## src/rtl/xhdmigearbox_if.sv

```systemverilog
// Word-in / slice-out bundle of the TMDS gearbox: input handshake, slip and error
// controls on the way in; serial-ordered slices and status on the way out.
interface xhdmigearbox_if #(
    parameter int NCH = 3,
    parameter int IW  = 10,
    parameter int OW  = 5
);
    logic              i_stb;
    logic              o_ready;
    logic [NCH*IW-1:0] i_word;
    logic              i_slip;
    logic              i_clr_err;
    logic [NCH*OW-1:0] o_data;
    logic              o_valid;
    logic              o_underflow;

    modport master (
        output i_stb, i_word, i_slip, i_clr_err,
        input  o_ready, o_data, o_valid, o_underflow
    );

    modport slave (
        input  i_stb, i_word, i_slip, i_clr_err,
        output o_ready, o_data, o_valid, o_underflow
    );
endinterface

```

## src/rtl/xhdmigearbox.sv

```systemverilog
// TMDS word gearbox: NCH parallel IW-bit words in, OW serial-ordered bits per channel
// out every clock, with selectable bit order, one-bit alignment slip and sticky underflow.
module xhdmigearbox #(
    parameter int NCH       = 3,
    parameter int IW        = 10,
    parameter int OW        = 5,
    parameter int LSB_FIRST = 0
) (
    input  logic          i_clk,
    input  logic          i_reset,
    xhdmigearbox_if.slave bus
);
    localparam int BW = 2 * IW;
    localparam int FW = $clog2(BW + 1);
    localparam logic [FW-1:0] IW_F   = FW'(IW);
    localparam logic [FW-1:0] OW_F   = FW'(OW);
    localparam logic [FW-1:0] OW1_F  = FW'(OW + 1);
    localparam logic [FW-1:0] ROOM_F = FW'(BW - IW);

    logic [FW-1:0]     fill_reg;
    logic [FW-1:0]     fill_next;
    logic [FW-1:0]     drop;
    logic              accept;
    logic              drain;
    logic              slip_ok;
    logic              started_reg;
    logic              underflow_reg;
    logic              valid_reg;
    logic [NCH*OW-1:0] data_reg;
    logic [NCH*OW-1:0] slices;

    assign bus.o_ready = (fill_reg <= ROOM_F);
    assign accept      = bus.i_stb && bus.o_ready;
    assign drain       = (fill_reg >= OW_F);
    assign slip_ok     = bus.i_slip && (fill_reg >= OW1_F);

    always_comb begin
        drop = '0;
        if (drain) begin
            drop = slip_ok ? OW1_F : OW_F;
        end
    end

    assign fill_next = fill_reg - drop + (accept ? IW_F : '0);

    // Oldest bit lives at buf_reg[BW-1]; bits past the fill level are kept at zero so an
    // incoming word can simply be OR-ed in behind the surviving contents.
    genvar gi, bi;
    generate
        for (gi = 0; gi < NCH; gi++) begin : g_ch
            logic [IW-1:0] word;
            logic [BW-1:0] buf_reg;
            logic [BW-1:0] kept;
            logic [BW-1:0] appended;

            if (LSB_FIRST != 0) begin : g_rev
                for (bi = 0; bi < IW; bi++) begin : g_bit
                    assign word[bi] = bus.i_word[gi*IW + IW - 1 - bi];
                end
            end else begin : g_fwd
                assign word = bus.i_word[gi*IW +: IW];
            end

            assign slices[gi*OW +: OW] = slip_ok ? buf_reg[BW-2 -: OW] : buf_reg[BW-1 -: OW];
            assign kept     = buf_reg << drop;
            assign appended = kept | ({word, {IW{1'b0}}} >> (fill_reg - drop));

            always_ff @(posedge i_clk or posedge i_reset) begin
                if (i_reset) begin
                    buf_reg <= '0;
                end else begin
                    buf_reg <= accept ? appended : kept;
                end
            end
        end
    endgenerate

    always_ff @(posedge i_clk or posedge i_reset) begin
        if (i_reset) begin
            fill_reg      <= '0;
            started_reg   <= 1'b0;
            underflow_reg <= 1'b0;
            valid_reg     <= 1'b0;
            data_reg      <= '0;
        end else begin
            fill_reg  <= fill_next;
            valid_reg <= drain;
            data_reg  <= drain ? slices : '0;
            if (drain) begin
                started_reg <= 1'b1;
            end
            // A fresh starvation outranks a clear arriving on the same edge
            if (!drain && started_reg) begin
                underflow_reg <= 1'b1;
            end else if (bus.i_clr_err) begin
                underflow_reg <= 1'b0;
            end
        end
    end

    assign bus.o_data      = data_reg;
    assign bus.o_valid     = valid_reg;
    assign bus.o_underflow = underflow_reg;
endmodule
```

## src/flat_wrapper.sv

```systemverilog
// flat-port wrapper written by rule: the top's interface ports become plain ports
module xhdmigearbox_flat 
#(
    parameter int NCH       = 3,
    parameter int IW        = 10,
    parameter int OW        = 5,
    parameter int LSB_FIRST = 0
)
  (i_clk, i_reset, bus_i_stb, bus_i_word, bus_i_slip, bus_i_clr_err, bus_o_ready, bus_o_data, bus_o_valid, bus_o_underflow);
  xhdmigearbox_if #(.NCH(NCH), .IW(IW), .OW(OW)) bus_i ();
  input  logic i_clk;
  input  logic i_reset;
  input wire logic [$bits(bus_i.i_stb)-1:0] bus_i_stb;
  input wire logic [$bits(bus_i.i_word)-1:0] bus_i_word;
  input wire logic [$bits(bus_i.i_slip)-1:0] bus_i_slip;
  input wire logic [$bits(bus_i.i_clr_err)-1:0] bus_i_clr_err;
  output wire logic [$bits(bus_i.o_ready)-1:0] bus_o_ready;
  output wire logic [$bits(bus_i.o_data)-1:0] bus_o_data;
  output wire logic [$bits(bus_i.o_valid)-1:0] bus_o_valid;
  output wire logic [$bits(bus_i.o_underflow)-1:0] bus_o_underflow;
  assign bus_i.i_stb = bus_i_stb;
  assign bus_i.i_word = bus_i_word;
  assign bus_i.i_slip = bus_i_slip;
  assign bus_i.i_clr_err = bus_i_clr_err;
  assign bus_o_ready = bus_i.o_ready;
  assign bus_o_data = bus_i.o_data;
  assign bus_o_valid = bus_i.o_valid;
  assign bus_o_underflow = bus_i.o_underflow;
  xhdmigearbox #(.NCH(NCH), .IW(IW), .OW(OW), .LSB_FIRST(LSB_FIRST)) u_core (.i_clk(i_clk), .i_reset(i_reset), .bus(bus_i));
endmodule
```

## config.mk

```make
export PLATFORM = sky130hd
export DESIGN_NAME = xhdmigearbox_flat
export DESIGN_NICKNAME = d
export VERILOG_FILES = /design/src/rtl/xhdmigearbox_if.sv /design/src/rtl/xhdmigearbox.sv /design/src/flat_wrapper.sv
export SDC_FILE = /design/constraint.sdc
export NUM_CORES = 1
export LEC_CHECK = 0
export CORE_MARGIN = 1
export CORE_UTILIZATION = 50
export CTS_CLUSTER_DIAMETER = 150
export DETAILED_ROUTE_END_ITERATION = 7
export DONT_BUFFER_PORTS = 1
export PLACE_DENSITY_LB_ADDON = 0.2
export REMOVE_ABC_BUFFERS = 1
export SETUP_SLACK_MARGIN = 0.2
export SLEW_MARGIN = 20
export SYNTH_ARGS = -nofsm -noshare
export SYNTH_HDL_FRONTEND = slang
export SYNTH_SLANG_ARGS = --single-unit
```

## constraint.sdc

```tcl
create_clock -name i_clk -period 6.8 [get_ports i_clk]
set_clock_uncertainty 0.1 [all_clocks]
set_input_delay 1.36 -clock i_clk [delete_from_list [all_inputs] [get_ports i_clk]]
set_output_delay 1.36 -clock i_clk [all_outputs]
set_load 0.05 [all_outputs]
```

* Word level (Yosys, flattened, before mapping)
Index checks and enable logic that the tools add are counted.
** Word-level totals
- Register bits after elaboration :: 83
- Latch bits :: 0
- Bits in writable memories :: 0
- ROM bits :: 0
- Input port bits :: 35
- Word-level logic and storage cells :: 39
- Memories kept :: 0
** Cells by class
- $add $sub $neg :: 2
- $mul :: 0
- Divide/modulo/power cells :: 0
- $lt $le $gt $ge :: 3
- Eq/ne operators :: 0
- Shifts and indexed selects :: 6
- Muxes and demuxes :: 12
- Bitwise operators :: 3
- Reductions and logical operators :: 5
** Operator list (number)
- $mux W20 :: 3
- $or A20 B20 Y20 :: 3
- $shl A20 B5 Y20 :: 3
- $shr A20 B5 Y20 :: 3
- $mux W5 :: 4
- $mux W15 :: 1
- $ge A5 B3 Y1 const B :: 2
- $add A5 B5 Y5 :: 1
- $le A5 B4 Y1 const B :: 1
- $sub A5 B5 Y5 :: 1
- $mux W4 :: 1
- $logic_and A1 B1 Y1 :: 3
- $mux W1 :: 2
- $mux W2 :: 1
- $reduce_bool A2 Y1 :: 1
- $logic_not A1 Y1 :: 1

* Longest topological paths before layout
- Depth after elaboration :: 8
- Gate-level depth with buffers :: 15
- Depth with buffers taken out :: 11

* Worst setup path before layout
No wires, ideal clock.
- Path type :: input to register
- From :: in bus_i_slip
- To :: reg u_core.g_ch[1].buf_reg[13]
- Setup time :: 0.126 ns
- Arrival time :: 4.229 ns
- Required time :: 6.574 ns
- Setup slack :: 2.345 ns
- Stages on the path :: 13
- Cells stage by stage :: nand2_1 -> inv_1 -> clkbuf_1 -> clkbuf_1 -> buf_1 -> fa_1 -> nor2b_1 -> or4_1 -> and3_1 -> buf_2 -> o21ai_1 -> nor2_1 -> a221o_1
** Between the ends
- Longest elaborated chain between the ends :: 7
** Ends and longest elaborated chain
- start, declared :: RTL line flat_wrapper.sv:15 : input wire logic [$bits(bus_i.i_slip)-1:0] bus_i_slip;
- $logic_and A1 B1 Y1 * :: RTL line xhdmigearbox.sv:35 : assign slip_ok = bus.i_slip && (fill_reg >= OW1_F);
- $mux W2 * :: RTL line xhdmigearbox.sv:40 : drop = slip_ok ? OW1_F : OW_F;
- $mux W5 * :: RTL line xhdmigearbox.sv:39 : if (drain) begin
- $sub A5 B5 Y5 :: RTL line xhdmigearbox.sv:66 : assign appended = kept | ({word, {IW{1'b0}}} >> (fill_reg - drop));
- $shr A20 B5 Y20 :: RTL line xhdmigearbox.sv:66
- $or A20 B20 Y20 :: RTL line xhdmigearbox.sv:66
- $mux W20 * :: RTL line xhdmigearbox.sv:72 : buf_reg <= accept ? appended : kept;
- end signal, assigned :: RTL line xhdmigearbox.sv:72
- end, declared :: RTL line xhdmigearbox.sv:52 : logic [BW-1:0] buf_reg;
Mark *: on every way between the ends. The rest lies on a longest branch, timed or not.
A chain may end at the register's enable or synchronous reset.

* Worst setup path in the final report
- From :: in bus_i_slip
- To :: reg u_core.g_ch[0].buf_reg[14]
** Between the ends
- Longest elaborated chain between the ends :: 7
** Ends and longest elaborated chain (RTL line)
- $logic_and A1 B1 Y1 * :: xhdmigearbox.sv:35
- $mux W2 * :: xhdmigearbox.sv:40
- $mux W5 * :: xhdmigearbox.sv:39
- $sub A5 B5 Y5 :: xhdmigearbox.sv:66
- $shr A20 B5 Y20 :: xhdmigearbox.sv:66
- $or A20 B20 Y20 :: xhdmigearbox.sv:66
- $mux W20 * :: xhdmigearbox.sv:72
- end signal, assigned :: xhdmigearbox.sv:72
- end, declared :: xhdmigearbox.sv:52
Marked as above.

==> results.cfg <==
[cts]
h-tree-depth = 3
insertion_delay_ps = 370
numCtsBuffers = 9
clock-sinks = 83
root_buffer = clkbuf_8
hold_buffers = 0
post_cts_buffers = 0
post_cts_resized = 0
cts_tree = done
path_clk_slew_ps = 90
cts_buffer_depth = 2

[grt]
grt_overflow = 0
grt_pass1_vias = 4754
antenna_found_initial = 0
grt_usage_pct = 30.93
grt_max_degree = 66
grt_pass1_wl_mm = 26.49

[timing]
finalSetupTns_ps = 0
min_period_ps = 4885
slew_viol_final = 0
min_period_over_period_pct = 71.84
hold_viol_final = 0
worst_slew_pin_slew_ps = 1118
setup_viol = 0
slew-limit-headroom_pct = 24.89
rsz0062_at_grt = no
fmax_mhz = 204.7

[critical_path]
reg2reg_depth = 12
crit_slowest_cell = nor2_1
r2r_end = u_core.g_ch[0].buf_reg[14]
r2r_start = u_core.fill_reg[3]
critical_path_required_ps = 7000
crit_top_cell = buf_4
slowest_delay_ps = 760
worstPathArrival_ps = 5090
startpoint_type = input port
r2r_slack_ps = 2080
path_class = input port to register
crit_path_max_fanout = 65
setup.worst_path.end_class = register
worstPathCellList = nand2_1 -> buf_4 -> inv_2 -> buf_4 -> fa_1 -> nor2b_1 -> o31ai_1 -> and3_1 -> o21ai_1 -> nor2_1 -> a221o_1

[hold_path]
holdPathEnd = u_core.started_reg
hold_depth = 1
min_from = u_core.started_reg
hold_class = register to register

[routing]
routed_via_density = 7.106
wl_per_cell_um = 23.78
drc = 0
first_iter_violations = 574
drtAntennaViolNets = 0
num_vias = 4960
drt_wl_total_mm = 16.60
dr.pass1.iters = 5

[yosys]
avgSynthCellArea_um2 = 9.419
syn_area_mm2 = 0.005444
ys_seq_elements = 83
synth_cell_type_count = 55
synth_enable_flop_cells = 0
synth_simple_gate_area_share_pct = 15.10
synth_compound_area_share_pct = 25.37
synthCells = 578
synthArstFlopShare_pct = 100.0
synth_fa_ha_area_share_pct = 1.287
yosysWarnings = 0
yosys-top-cells-area = dfrtp_1 38%, mux4_2 7.9%, nand2_1 7.4%
muxShareOfSynthArea_pct = 14.27
seq_area_frac_synth_pct = 38.15
synth_top_area_share_pct = 38.15
synth_top_cell_by_area = dfrtp_1
synth_top_family_by_area = compound AO/OA/AOI/OAI gates
synthFlopType = dfrtp_1
synth_xor_area_share_pct = 0.8044

[finish]
multi_input_comb_area_mm2 = 0.003115
drive_gt1_share_pct = 12.28
largest_reg_flops = 60
fill_cells = 969
antenna_cells = 0
final_nets = 597
area_growth_pct = 5.378
regArea_mm2 = 0.002077

[placed_design]
dpl.hpwl_mm = 11.16
port_buffers = 0
finalWeightedCongestion = 0.9167

[die]
dieArea_mm2 = 0.01131
die_w_um = 106.3
rows = 37
initial_core_util_pct = 52.03
core-area_mm2 = 0.01046
fp.dieH_um = 106.3
pin_count = 53

[outcome]
status = finished, final reports clean

[flow_run]
maxCapViolations = 0
[Yosys cell counts, types with 4 or more instances]
cell type and instances:
nand3_1 14, a221oi_1 7, dfrtp_1 83, mux2i_1 15, xnor2_1 4, a22o_1 21, ha_1 4, a41oi_1 5
buf_2 4, mux4_1 5, and3_1 13, a31oi_1 20, nor2_1 23, o21ai_0 42, a31o_2 6, a21o_1 5
mux4_2 19, inv_1 11, mux2_2 6, a211oi_1 5, nor3_1 7, and2_1 6, clkbuf_1 33, nand2_1 107
a221o_1 21, a21oi_1 43
[worst max path at each step]
stage / from / endpoint / slack, ps / cells after the start
global placement: bus_i_slip / u_core.g_ch[2].buf_reg[14] / 1770 / 11
detailed placement: bus_i_slip / u_core.g_ch[0].buf_reg[14] / 1650 / 11
CTS: bus_i_slip / u_core.g_ch[0].buf_reg[14] / 2040 / 11
finish: bus_i_slip / u_core.g_ch[0].buf_reg[14] / 1920 / 11
global route: bus_i_slip / u_core.g_ch[1].buf_reg[16] / 1770 / 11
floorplan: bus_i_slip / u_core.g_ch[1].buf_reg[4] / 840 / 8
[worst max-delay path, delay by kind of cell]
family | cells | cell delay (ps)
adders and majority gates | 1 | 440
AOI/OAI and AO/OA | 3 | 1070
and+or+nand+nor | 4 | 1310
buffers and inverters | 3 | 870
[placed cells by master (no fill, tap or decap), drive strengths merged, types with 14 or more instances in the layout]
cell	netlist	final
a22o	21	21
nand2	107	107
mux2i	15	15
o21ai	44	44
nor2	24	24
nand3	14	14
a21oi	43	43
a31oi	20	20
a221o	21	21
mux4	24	24
dfrtp	83	83
[cell families (layout without fill, tap and decap cells)]
kind of cell    count (synthesis)  after routing
flops                          83             83
buf+inv                        57             41
fa+ha+maj                       5              5
xor+xnor                        5              5
simple gates                  184            184
mux                            45             45
compound gates                199            199
[cell type report]
cell class | count | share of cell area, %
multi-input cells | 438 | 54.31
flip-flops and latches | 83 | 36.20
well taps | 136 | 2.966
clock buffers | 11 | 2.639
repair buffers | 12 | 1.570
clock inverters | 5 | 1.178
inverters | 13 | 1.134
[metal layers]
layer  vias up  GRT usage (%)  routed length (um)
met5         -              0                   0
met4         0          14.58                 619
met3        50          7.296                1795
met2       310          44.94                7356
met1      2440          43.42                6824
li1       2160              -                   -
[stage by stage]
| stage | utilization [%] | hold WS [ps] | setup slack (ps) | instances | cell area (um2) |
|---|---|---|---|---|---|
| floorplan | - | 334.6 | 839.2 | 534 | 5235 |
| global placement | 52.74 | 350.0 | 1774 | 682 | 5518 |
| detailed placement | 52.74 | 352.0 | 1651 | 682 | 5518 |
| CTS | 54.83 | 378.0 | 2038 | 698 | 5737 |
| global route | 54.83 | 415.9 | 1765 | 698 | 5737 |
| finish | 54.83 | 374.7 | 1915 | 698 | 5737 |
Power is not shown: default switching activity piles up to over one toggle a cycle in this logic, so the estimate is an artifact.
